## src/rtl/game_score_if.sv

```systemverilog
// Game sequencer bus: button/hit inputs plus the round status and BCD score
// that drive the seven-segment scanner.
interface game_score_if;
   logic       start;
   logic       hit;
   logic       miss;
   logic [2:0] state;
   logic [2:0] countDown;
   logic [3:0] score100;
   logic [3:0] score10;
   logic [3:0] score1;
   logic       game_over;

   modport master (
      output start, hit, miss,
      input  state, countDown, score100, score10, score1, game_over
   );

   modport slave (
      input  start, hit, miss,
      output state, countDown, score100, score10, score1, game_over
   );
endinterface

```

## src/rtl/game_score_ctrl.sv

```systemverilog
// Round sequencer: IDLE/READY/PLAY/OVER state machine, 1-second tick divider,
// PLAY countdown and saturating 3-digit BCD score.
module game_score_ctrl #(
   parameter int TICK_DIV    = 50_000_000,
   parameter int COUNT_START = 7,
   parameter int READY_TICKS = 2
) (
   input  logic         Game_clk,
   input  logic         reset,
   game_score_if.slave  bus
);

   localparam int             TW         = $clog2(TICK_DIV);
   localparam logic [TW-1:0]  TICK_LAST  = TW'(TICK_DIV - 1);
   localparam logic [3:0]     READY_LAST = 4'(READY_TICKS - 1);
   localparam logic [2:0]     CD_START   = 3'(COUNT_START);

   typedef enum logic [2:0] {
      IDLE  = 3'b000,
      READY = 3'b001,
      PLAY  = 3'b010,
      OVER  = 3'b100
   } state_t;

   state_t        state_q, state_d;
   logic [TW-1:0] tick_cnt_q, tick_cnt_d;
   logic [3:0]    rdy_cnt_q, rdy_cnt_d;
   logic [2:0]    cd_q, cd_d;
   logic [11:0]   score_q, score_d;
   logic          go_q, go_d;
   logic          start_q;
   logic          tick;
   logic          start_rise;

   // Decimal +1 that stops at 999 so a digit never leaves 0..9.
   function automatic logic [11:0] bcd_inc_sat(input logic [11:0] s);
      logic [11:0] r;
      r = s;
      if (s != 12'h999) begin
         if (s[3:0] != 4'd9) begin
            r[3:0] = s[3:0] + 4'd1;
         end else begin
            r[3:0] = 4'd0;
            if (s[7:4] != 4'd9) begin
               r[7:4] = s[7:4] + 4'd1;
            end else begin
               r[7:4]  = 4'd0;
               r[11:8] = s[11:8] + 4'd1;
            end
         end
      end
      return r;
   endfunction

   // Decimal -1 with a floor at 000.
   function automatic logic [11:0] bcd_dec_sat(input logic [11:0] s);
      logic [11:0] r;
      r = s;
      if (s != 12'h000) begin
         if (s[3:0] != 4'd0) begin
            r[3:0] = s[3:0] - 4'd1;
         end else begin
            r[3:0] = 4'd9;
            if (s[7:4] != 4'd0) begin
               r[7:4] = s[7:4] - 4'd1;
            end else begin
               r[7:4]  = 4'd9;
               r[11:8] = s[11:8] - 4'd1;
            end
         end
      end
      return r;
   endfunction

   assign tick       = (tick_cnt_q == TICK_LAST);
   assign start_rise = bus.start & ~start_q;

   always_comb begin
      state_d   = state_q;
      cd_d      = cd_q;
      score_d   = score_q;
      rdy_cnt_d = rdy_cnt_q;
      go_d      = 1'b0;
      case (state_q)
         IDLE: begin
            if (start_rise) begin
               state_d   = READY;
               score_d   = 12'h000;
               rdy_cnt_d = 4'd0;
            end
         end
         READY: begin
            if (tick) begin
               if (rdy_cnt_q == READY_LAST) begin
                  state_d = PLAY;
                  cd_d    = CD_START;
               end else begin
                  rdy_cnt_d = rdy_cnt_q + 4'd1;
               end
            end
         end
         PLAY: begin
            // Score updates even on the final tick edge, before OVER is entered.
            if (bus.hit && !bus.miss) begin
               score_d = bcd_inc_sat(score_q);
            end else if (bus.miss && !bus.hit) begin
               score_d = bcd_dec_sat(score_q);
            end
            if (tick) begin
               if (cd_q > 3'd1) begin
                  cd_d = cd_q - 3'd1;
               end else begin
                  cd_d    = 3'd0;
                  state_d = OVER;
                  go_d    = 1'b1;
               end
            end
         end
         OVER: begin
            cd_d = 3'd0;
            if (start_rise) begin
               state_d   = READY;
               score_d   = 12'h000;
               rdy_cnt_d = 4'd0;
            end
         end
         default: begin
            state_d = IDLE;
            cd_d    = 3'd0;
         end
      endcase
      // Restart the divider on every state change so each state's first tick
      // lands exactly TICK_DIV cycles after entry.
      tick_cnt_d = (state_d != state_q || tick) ? '0 : tick_cnt_q + 1'b1;
   end

   always_ff @(posedge Game_clk or negedge reset) begin
      if (!reset) begin
         state_q    <= IDLE;
         tick_cnt_q <= '0;
         rdy_cnt_q  <= 4'd0;
         cd_q       <= 3'd0;
         score_q    <= 12'h000;
         go_q       <= 1'b0;
         start_q    <= 1'b0;
      end else begin
         state_q    <= state_d;
         tick_cnt_q <= tick_cnt_d;
         rdy_cnt_q  <= rdy_cnt_d;
         cd_q       <= cd_d;
         score_q    <= score_d;
         go_q       <= go_d;
         start_q    <= bus.start;
      end
   end

   assign bus.state     = state_q;
   assign bus.countDown = cd_q;
   assign bus.score100  = score_q[11:8];
   assign bus.score10   = score_q[7:4];
   assign bus.score1    = score_q[3:0];
   assign bus.game_over = go_q;

endmodule

```

## src/flat_wrapper.sv

```systemverilog
// flat-port wrapper written by rule: the top's interface ports become plain ports
module game_score_ctrl_flat 
#(
   parameter int TICK_DIV    = 50_000_000,
   parameter int COUNT_START = 7,
   parameter int READY_TICKS = 2
)
  (Game_clk, reset, bus_start, bus_hit, bus_miss, bus_state, bus_countDown, bus_score100, bus_score10, bus_score1, bus_game_over);
  game_score_if bus_i ();
  input  logic Game_clk;
  input  logic reset;
  input wire logic [$bits(bus_i.start)-1:0] bus_start;
  input wire logic [$bits(bus_i.hit)-1:0] bus_hit;
  input wire logic [$bits(bus_i.miss)-1:0] bus_miss;
  output wire logic [$bits(bus_i.state)-1:0] bus_state;
  output wire logic [$bits(bus_i.countDown)-1:0] bus_countDown;
  output wire logic [$bits(bus_i.score100)-1:0] bus_score100;
  output wire logic [$bits(bus_i.score10)-1:0] bus_score10;
  output wire logic [$bits(bus_i.score1)-1:0] bus_score1;
  output wire logic [$bits(bus_i.game_over)-1:0] bus_game_over;
  assign bus_i.start = bus_start;
  assign bus_i.hit = bus_hit;
  assign bus_i.miss = bus_miss;
  assign bus_state = bus_i.state;
  assign bus_countDown = bus_i.countDown;
  assign bus_score100 = bus_i.score100;
  assign bus_score10 = bus_i.score10;
  assign bus_score1 = bus_i.score1;
  assign bus_game_over = bus_i.game_over;
  game_score_ctrl #(.TICK_DIV(TICK_DIV), .COUNT_START(COUNT_START), .READY_TICKS(READY_TICKS)) u_core (.Game_clk(Game_clk), .reset(reset), .bus(bus_i));
endmodule
```

## config.mk

```make
export PLATFORM = sky130hd
export DESIGN_NAME = game_score_ctrl_flat
export DESIGN_NICKNAME = d
export VERILOG_FILES = /design/src/rtl/game_score_if.sv /design/src/rtl/game_score_ctrl.sv /design/src/flat_wrapper.sv
export SDC_FILE = /design/constraint.sdc
export NUM_CORES = 1
export LEC_CHECK = 0
export ABC_AREA = 1
export CAP_MARGIN = 20
export CORE_ASPECT_RATIO = 1.5
export CORE_MARGIN = 4
export CORE_UTILIZATION = 36
export DETAILED_ROUTE_END_ITERATION = 8
export GPL_TIMING_DRIVEN = 1
export PLACE_DENSITY = 0.51
export SLEW_MARGIN = 20
export SYNTH_ARGS = -nofsm -noshare
export SYNTH_HDL_FRONTEND = slang
export SYNTH_SLANG_ARGS = --single-unit
```

## constraint.sdc

```tcl
create_clock -name Game_clk -period 2.15 [get_ports Game_clk]
set_input_delay 0.3225 -clock Game_clk [delete_from_list [all_inputs] [get_ports Game_clk]]
set_output_delay 0.3225 -clock Game_clk [all_outputs]
set_load 0.01 [all_outputs]
```

# Yosys cells after proc, flatten, opt, wreduce, memory -nomap -nowiden

Index checks and enable logic that the tools add are counted.

Memories: 0
Bits in writable memories: 0
Register bits: 50
Bits of input ports: 5
Bits in latches: 0
ROM bits: 0

Equal/unequal tests: 21
Div/mod/pow operators: 0
Add/subtract/negate cells: 9
Mux-type cells: 33
Reduce and logical (&&, ||, !) cells: 17
Magnitude comparators: 1
Multiply operators: 0
Shifts and indexed selects: 0
Bitwise operators: 3

Operators by type and width:

| kind                                              | count |
|---|---|
| two-way mux 12 bit                                | 5 |
| two-way mux 4 bit                                 | 9 |
| two-way mux 3 bit                                 | 9 |
| adder 26 x 1 -> 26 bit (second input constant)    | 1 |
| == test 26 bit (second input constant)            | 1 |
| two-way mux 26 bit                                | 1 |
| case mux 12 bit (2 select lines)                  | 1 |
| case mux 3 bit (3 select lines)                   | 2 |
| adder 4 x 1 -> 4 bit (second input constant)      | 4 |
| two-way mux 8 bit                                 | 2 |
| != test 12 bit (second input constant)            | 1 |
| nonzero test 12 bit                               | 1 |
| subtractor 4 x 1 -> 4 bit (second input constant) | 3 |
| != test 3 bit (second input constant)             | 3 |
| AND reduction 9 bit                               | 1 |
| != test 2 x 1 -> 1 bit (second input constant)    | 4 |
| != test 4 bit (second input constant)             | 2 |
| case mux 4 bit (2 select lines)                   | 1 |
| AND reduction 4 bit                               | 2 |
| nonzero test 4 bit                                | 2 |
| AND reduction 7 bit                               | 1 |
| != test 3 x 1 -> 1 bit (second input constant)    | 2 |
| != test 3 x 2 -> 1 bit (second input constant)    | 2 |
| AND reduction 5 bit                               | 1 |
| other kinds (17)                                  | 23 |

# Depth between registers and ports, before layout

Depth in word-level cells: 7
Mapped depth: 11
Depth with buffers taken out: 11

# Least setup slack after synthesis

No wires, ideal clock.

Path type: register -> register
From: reg u_core.score_q[4]
To: reg u_core.score_q[8]
Buffers on the path: 0
Path slack: 0.408 ns
Stages on the path, launching flop included: 12
Arrival: 1.625 ns
Required time: 2.033 ns
Clock period less this slack: 1.742 ns
Cell sequence: dfrtp_1 > inv_1 > ha_1 > inv_1 > nor3_1 > inv_1 > nand2_1 > o21ai_0 > nor2_2 > nand2_1 > nand2_1 > nand2_1

Word-level cells in the longest chain between the ends: 3

Ends and longest elaborated chain:

| item                                            | line                   | text |
|---|---|---|
| start: declaration                              | game_score_ctrl.sv:29  | `logic [11:0] score_q, score_d;` |
| start signal: assignment                        | game_score_ctrl.sv:151 | `score_q <= score_d;` |
| != test 12 bit (tied with other cells)          | game_score_ctrl.sv:39  | `if (s != 12'h999) begin` |
| != test 3 bit (no line) (tied with other cells) | -                      |  |
| AND reduction 9 bit (no line) *                 | -                      |  |

Mark *: on every way between the ends. The rest lies on a longest branch, timed or not.
A chain may end at the register's enable or synchronous reset.

# Worst setup path after layout

From: reg u_core.tick_cnt_q[0]
To: reg u_core.tick_cnt_q[18]

Word-level cells in the longest chain between the ends: 6

Ends and longest elaborated chain:

| item                                        | line                                          | text |
|---|---|---|
| start: declaration                          | game_score_ctrl.sv:26                         | `logic [TW-1:0] tick_cnt_q, tick_cnt_d;` |
| start signal: assignment                    | game_score_ctrl.sv:148                        | `tick_cnt_q <= tick_cnt_d;` |
| == test 26 bit                              | game_score_ctrl.sv:75                         | `assign tick = (tick_cnt_q == TICK_LAST);` |
| two-way mux 3 bit, on equally long branches | game_score_ctrl.sv:109, game_score_ctrl.sv:93 |  |
| case mux 3 bit (3 select lines)             | game_score_ctrl.sv:84                         | `case (state_q)` |
| != test 3 bit                               | game_score_ctrl.sv:134                        | `tick_cnt_d = (state_d != state_q \|\| tick) ? '0 : tick_cnt_q + 1'b1;` |
| logical OR 1 bit                            | game_score_ctrl.sv:134                        |  |
| two-way mux 26 bit *                        | game_score_ctrl.sv:134                        |  |
| net u_core.tick_cnt_d[18]                   | game_score_ctrl.sv:26                         |  |

Mark *: on every way through the listed nets, which the timed path passes. The rest lies on a longest branch.

==> impl_summary.log <==
[metrics] outcome: finished, final reports clean
[metrics] peak supply drop: 0.635 mV
[metrics] Hold/Removal Path Class: flip-flop to flip-flop
[metrics] Mapped Avg Cell Area: 7.57 sq um
[metrics] most frequent standard cell in the layout excluding fill and tap cells: nand2_1
[metrics] Worst Setup Slack, final: 238 ps
[metrics] path type of the worst setup path: flip-flop to flip-flop
[metrics] Setup-failing EPs final: 0
[metrics] total of buffers placed on input and output ports: 23
[metrics] top-area cell type share of the netlist area: 36.7%
[metrics] weighted congestion at the end of routability-driven global placement: 0.874
[metrics] Floorplan Core Area: 9250 sq um
[metrics] count of clock tree sinks: 50
[metrics] TritonRoute pass-1 iters: 4
[metrics] leading cell types by total area after synthesis: dfrtp_1 37%, nand2_1 12%, nor2_1 7.0%
[metrics] sum of net half-perimeters after detailed placement: 7.05 mm
[metrics] Via Count: 3005
[metrics] warnings from Yosys: 0
[metrics] Congestion Overflow GR: 0
[metrics] post-CTS clock slew at the launch and capture registers of the worst setup and hold paths: 60 ps
[metrics] pin count of the biggest net entering global routing: 25
[metrics] critical path peak fanout: 9
[metrics] headroom to the max-slew limit: 70.2%
[metrics] WL final: 8.76 mm
[metrics] data arrival time at the worst-slack endpoint: 2090 ps
[metrics] maximum buffer depth of the clock tree: 2
[metrics] die boundary height: 127 microns
[metrics] average wire per standard cell: 14.3 microns
[metrics] Initial DRC Count: 92
[metrics] areal power density over the cells: 997 nW/um^2
[metrics] GRT Resource Usage Total: 17.2%
[metrics] Max Cap Violations: 0
[metrics] slew of the pin with the lowest slew margin: 447 ps
[metrics] fin cells: 613
[metrics] DRC: 0
[metrics] final total negative setup slack: 0 ps
[metrics] initial core utilization: 36.9%
[metrics] number of cells traversed by the worst hold path: 1
[metrics] critical path startpoint category: flip-flop
[metrics] H-Tree Level Count: 2
[metrics] Antenna Diode Count: 0
[metrics] pre-CTS setup slack: 63.1 ps
[metrics] total clock buffers created by CTS: 5
[metrics] die footprint: 11100 sq um
[metrics] hold-critical path endpoint: u_core.tick_cnt_q[0]
[metrics] clock tree from TritonCTS: built
[metrics] register-to-register path setup slack: 240 ps
[metrics] gate count of the mapped netlist: 451
[metrics] Placement Rows: 43
[metrics] Reg-to-Reg End: u_core.tick_cnt_q[18]
[metrics] final worst path period share: 88.9%
[metrics] worst skew pair latency: 290 ps
[metrics] Post-Synthesis Net Count: 470
[metrics] leakage power figure: 1.87 nW
[metrics] filler cell count in the final layout: 964
[metrics] global-route wire length before repair: 15.0 mm
[metrics] number of distinct library cells after synthesis: 37
[metrics] RSZ-0062 raised after global routing: false
[metrics] number of hold violations in the final report: 0
[metrics] category of the worst setup path capture point: flip-flop
[metrics] Boundary Pins: 24
[metrics] number of instances in the placed design: 602
[metrics] sequential fraction of the synthesis area: 36.7%
[metrics] clock skew after layout: 8.30 ps
[metrics] maximum clock frequency: 523 MHz
[metrics] count of final max-slew check failures: 0
[metrics] Total Nets Final: 521
[metrics] overall power: 4.09 mW
[metrics] initial antenna violation count: 0
[metrics] library cell used as clock root buffer: clkbuf_16
[metrics] count of instances resized after the clock tree is built: 0
[metrics] post-synthesis sequential element count: 50
[metrics] launching point of the worst reg2reg path: u_core.tick_cnt_q[0]
[metrics] Final Critical Period: 1910 ps
[metrics] vias in the first global route: 3184
[metrics] post-synth top area cell: dfrtp_1
[metrics] number of cells on the worst reg-to-reg path: 11
[metrics] critical hold path startpoint: u_core.tick_cnt_q[0]
[metrics] CP Data Required Time: 2330 ps
[metrics] Routed Antenna Nets: 0
[metrics] die boundary width: 87.5 microns
[metrics] fraction of final layout cells sized beyond drive strength 1: 13.4%
[metrics] netlist area before placement: 3410 sq um
[metrics] most frequent cells in the layout: 110 x nand2_1, 64 x nor2_1, 52 x inv_1
[metrics] Vias/cell: 4.90
[metrics] Layout area overhead: 20.3%
-- critical path, stage by stage (launching register included) --
cell and delay, ps:
dfrtp_1 380, ha_1 280, nand3_2 120, inv_2 130, nand2_2 80, nor2_4 100
nand3b_1 100, nand2_1 110, nand2_2 70, nand3_4 200, buf_12 180, nor2_1 50
-- logic make-up after synthesis --
logic type | count (synthesis) | share of synthesized area, %
xor gates and xnor gates | 30 | 7.70
adders and majority gates | 14 | 5.35
DFF | 50 | 36.7
and+or+nand+nor | 259 | 36.3
AOI/OAI and AO/OA | 35 | 6.12
buffers and inverters | 62 | 7.59
muxes | 1 | 0.293
-- power breakdown --
part | total, mW | switching (mW) | internal [mW]
registers | 1.47 | 0.308 | 1.16
clock network | 0.786 | 0.336 | 0.451
logic | 1.84 | 0.967 | 0.869
-- sequential cells by signal, indices dropped and copies added, names as in the netlist --
register	cells
u_core.score_q	12
u_core.rdy_cnt_q	4
u_core.bus.state	3
u_core.bus.game_over	1
u_core.bus.countDown	3
u_core.tick_cnt_q	26
u_core.start_q	1
-- timing repair --
| item | in CTS | in global routing |
|---|---|---|
| setup endpoints to repair | 0 | 3 |
| setup buffers | 0 | 3 |
| hold buffers | 1 | 0 |
| endpoints found under the hold margin | 16 | 0 |
-- layer usage --
layer  part of all wire (%)  vias to the layer above  GRT usage (%)
met5                      0                        -              0
met4                    4.6                        0           9.03
met3                    3.1                       26           2.32
met2                     56                       54           32.9
met1                     36                     1391           17.2
li1                       -                     1534              -
-- area by class of cell --
type	instances	area, sq um	area share [%]
multi-input cells	340	1910	46.6
flip-flops and latches	50	1250	30.5
repair buffers	47	445	10.9
inverters	58	218	5.30
well taps	112	140	3.41
clock buffers	6	139	3.38
-- stage by stage --
step	hold WS [ps]	utilization, %	cell area (sq um)
floorplan	26.9	-	3410
global placement	292	42.4	3930
detailed placement	297	42.4	3930
CTS	490	44.0	4070
global route	515	44.4	4110
finish	484	44.4	4110
-- cell usage after synthesis, drive strengths merged --
cell type and count:
a211oi 1, a21oi 10, a31oi 3, and3 1
buf 4, dfrtp 50, fa 1, ha 13
inv 58, mux2i 1, nand2 114, nand3 29
nand3b 3, nand4 11, nor2 81, nor3 17
nor4 2, o211ai 2, o21a 1, o21ai 16
o21bai 1, o31ai 1, or2 1, xnor2 14
xor2 16
-- worst max path at each step --
| stage | from | end | slack [ps] |
|---|---|---|---|
| floorplan | u_core.score_q[4] | u_core.score_q[8] | 410 |
| detailed placement | bus_hit | u_core.score_q[6] | 60 |
| global route | u_core.score_q[0] | u_core.score_q[6] | 30 |
| finish | u_core.tick_cnt_q[0] | u_core.tick_cnt_q[18] | 240 |
| CTS | u_core.tick_cnt_q[0] | u_core.tick_cnt_q[18] | 210 |
| global placement | bus_hit | u_core.score_q[5] | 110 |
Note: power is estimated with default switching activity, not from simulation.
==> RTL edit 1, RTL diff (same settings) <==
`COUNT_START` is set to 7 in 2 places; all go to 3.
--- a/src/rtl/game_score_ctrl.sv
+++ b/src/rtl/game_score_ctrl.sv
@@ -2,7 +2,7 @@
 // PLAY countdown and saturating 3-digit BCD score.
 module game_score_ctrl #(
    parameter int TICK_DIV    = 50_000_000,
-   parameter int COUNT_START = 7,
+   parameter int COUNT_START = 3,
    parameter int READY_TICKS = 2
 ) (
    input  logic         Game_clk,
--- a/src/flat_wrapper.sv
+++ b/src/flat_wrapper.sv
@@ -2,7 +2,7 @@
 module game_score_ctrl_flat 
 #(
    parameter int TICK_DIV    = 50_000_000,
-   parameter int COUNT_START = 7,
+   parameter int COUNT_START = 3,
    parameter int READY_TICKS = 2
 )
   (Game_clk, reset, bus_start, bus_hit, bus_miss, bus_state, bus_countDown, bus_score100, bus_score10, bus_score1, bus_game_over);
Check against the original RTL: no difference found for any inputs over 10 cycles, from zero or initial values and one cycle with reset low; that may be too few to reach the edited logic, so the function may still have changed.
==> RTL edit 1 against the original RTL <==
Setup slack improved by 0.019 ns; wire length shrank 6.0%; global-route usage shrank 0.92 points; count of clock-buffer cells in the layout stayed put; clock skew down 0.00071 ns; via count is 0.67% lower; sequential share of layout area increased by 0.99 points; total power up 0.11%; die area fell by 1.6%; synthesized area fell by 1.8%; cell area fell by 3.1%; sequential cell count is the same; non-clock buffer count shrank 10; largest cell class unchanged.
==> RTL edit 1: results (changes against the original RTL) <==
synth_cells: 452  # was 451
seqPwrFrac: 0.355  # was 0.359
min_path_type: "input port to asynchronous set/reset pin"  # was flop to flop
synth_compound_area_frac: 0.0668  # was 0.0612
hold_slack_ns: 0.0113  # was 0.484 ns
fin_nets: 511  # was 521
critPathMaxFanout: 6  # was 9
endpoint: "u_core.score_q[2]"  # was u_core.tick_cnt_q[18]
grt_use_met1: 0.180  # was 0.172
synth_xor_area_frac: 0.0757  # was 0.0770
worstMarginPinSlew_ns: 0.514  # was 0.447 ns
fin_cells: 603  # was 613
comb-power_w: 0.00174  # was 0.00184 W
synth_commonest_cells: "111 x nand2_1, 61 x nor2_1, 51 x inv_1"  # was 110 x nand2_1, 64 x nor2_1, 52 x inv_1
synth_fp_nets: 471  # was 470
netSwitchingFraction: 0.385  # was 0.394
use_met2: 0.293  # was 0.329
ir_drop_mv: 0.546  # was 0.635 mV
p_int_w: 0.00252  # was 0.00248 W
grt_usage: 0.162  # was 0.172
place_congestion: 0.850  # was 0.874
p_leak_nw: 1.82  # was 1.87 nW
cp_data_arrival_time_ns: 2.13  # was 2.09 ns
hpwl_um: 6350  # was 7050 µm
synth_mux_area_frac: 0.00299  # was 0.00293
ys_top_cells_by_area: "dfrtp_1 37%, nand2_1 12%, nor2_1 6.8%, inv_1 5.7%, ha_1 4.9%"  # was dfrtp_1 37%, nand2_1 12%, nor2_1 7.0%, inv_1 5.7%, ha_1 4.8%
max_freq_ghz: 0.528  # was 0.523 GHz
status: "finished, final reports clean"  # unchanged
synthAdderAreaFrac: 0.0545  # was 0.0535
grt_pass1_wl_um: 14100  # was 15000 µm
r2r_setup_slack_ns: 0.26  # was 0.24 ns
dpl_cell_area_um2: 3810  # was 3930 µm²
synth_seq_area_share: 0.373  # was 0.367
synth_cell_types: 39  # was 37
grt_use_met3: 0.0275  # was 0.0232
grt_max_degree: 51  # was 25
via_per_inst: 4.95  # was 4.90
layout-drive-gt1-share: 0.116  # was 0.134
first_pass_iters: 5  # was 4
port_buffers: 23  # unchanged
first_iter_violations: 137  # was 92
finClkSkew_ns: 0.00759  # was 0.00830 ns
grt_pass1_vias: 3016  # was 3184
==> RTL edit 1: per-layer routing <==
layer,up-vias,part of all wire,wire [µm]
met5,-,0,0
met4,0,0.034,284
met3,20,0.030,249
met2,55,0.54,4470
met1,1394,0.39,3230
li1,1516,-,-
==> RTL edit 1: cell type report <==
class / instances / area [µm²]
clock buffers: 6 / 129
repair buffers: 37 / 355
multi-input cells: 341 / 1850
well taps: 110 / 138
fillers: 921 / 5010
flip-flops and latches: 50 / 1250
clock inverters: 2 / 37.5
inverters: 57 / 214
==> RTL edit 1: critical path, cell delays in order, from the launching register on <==
cell and delay, ns:
dfrtp_1 0.43, inv_1 0.12, ha_1 0.20, inv_1 0.06, nor3_1 0.20, buf_4 0.17
nand4_1 0.11, nand3b_1 0.13, inv_1 0.13, nand2_1 0.16, nand2_1 0.07, nand2_1 0.06
==> RTL edit 2, RTL diff (same settings) <==
Without the edit above. Make the reset (`reset`) synchronous in one clocked block.
--- a/src/rtl/game_score_ctrl.sv
+++ b/src/rtl/game_score_ctrl.sv
@@ -134,7 +134,7 @@
       tick_cnt_d = (state_d != state_q || tick) ? '0 : tick_cnt_q + 1'b1;
    end
 
-   always_ff @(posedge Game_clk or negedge reset) begin
+   always_ff @(posedge Game_clk) begin
       if (!reset) begin
          state_q    <= IDLE;
          tick_cnt_q <= '0;
Function: differs if reset is asserted again (counterexample within 4 cycles, from zero or initial values and one cycle with reset low); with reset held inactive, the same outputs for 10 cycles.
==> RTL edit 2 against the original RTL <==
Cell area is 11% lower; wire length down 15%; sequential cell count is the same; die area is 7.5% lower; clock skew down 0.00096 ns; synthesized area down 8.1%; via count shrank 2.3%; setup slack improved by 0.021 ns; largest cell class unchanged.
Power is not compared: it rests on default switching activity, and its combinational part moved more than twofold at a synthesized area within 25%.
==> RTL edit 2: results (changes against the original RTL) <==
status: "finished, final reports clean"  # unchanged
grt_pass1_wl_um: 12600  # was 15000 µm
multi_input_gates: 348  # was 340
first_iter_violations: 75  # was 92
placed_cells: 601  # was 602
synth_commonest_cells: "102 x nand2_1, 85 x nor2_1, 63 x inv_1"  # was 110 x nand2_1, 64 x nor2_1, 52 x inv_1
hpwl_um: 5780  # was 7050 µm
endpoint: "u_core.score_q[9]"  # was u_core.tick_cnt_q[18]
layout-drive-gt1-share: 0.0777  # was 0.134
drt-met1-wl_um: 2910  # was 3160 µm
fin_cells: 609  # was 613
synth_compound_area_frac: 0.0742  # was 0.0612
ys_top_cells_by_area: "dfxtp_1 32%, nand2_1 12%, nor2_1 10%, inv_1 7.5%, nand3_1 6.9%"  # was dfrtp_1 37%, nand2_1 12%, nor2_1 7.0%, inv_1 5.7%, ha_1 4.8%
seq_cells: 50  # unchanged
place_congestion: 0.852  # was 0.874
synthAdderAreaFrac: 0.0583  # was 0.0535
fillers: 915  # was 964
r2r_setup_slack_ns: 0.26  # was 0.24 ns
grt_pass1_vias: 2789  # was 3184
rr_startpoint: "u_core.score_q[0]"  # was u_core.tick_cnt_q[0]
synth_seq_area_share: 0.319  # was 0.367
synthFlopType: "dfxtp_1"  # was dfrtp_1
avgSynthCellArea_um2: 6.69  # was 7.57 µm²
synth_fp_nets: 488  # was 470
ys_async_sr_fraction: 0  # was 1.00
grt_usage: 0.151  # was 0.172
max_freq_ghz: 0.529  # was 0.523 GHz
r2r_end: "u_core.score_q[9]"  # was u_core.tick_cnt_q[18]
n_all_inverters: 65  # was 58
## RTL edit 2: routing by layer
| layer | vias to the layer above | track usage |
|---|---|---|
| met5 | - | 0 |
| met4 | 0 | 0.0513 |
| met3 | 10 | 0.0222 |
| met2 | 39 | 0.316 |
| met1 | 1355 | 0.144 |
| li1 | 1533 | - |
## RTL edit 2: worst min path at each step
stage,startpoint,to,slack [ns],cells after the start
floorplan,bus_start,u_core.start_q,0.42,2
global placement,u_core.tick_cnt_q[0],u_core.tick_cnt_q[0],0.43,1
detailed placement,u_core.tick_cnt_q[0],u_core.tick_cnt_q[0],0.44,1
CTS,u_core.tick_cnt_q[0],u_core.tick_cnt_q[0],0.45,1
global route,u_core.tick_cnt_q[0],u_core.tick_cnt_q[0],0.50,1
finish,u_core.tick_cnt_q[0],u_core.tick_cnt_q[0],0.45,1
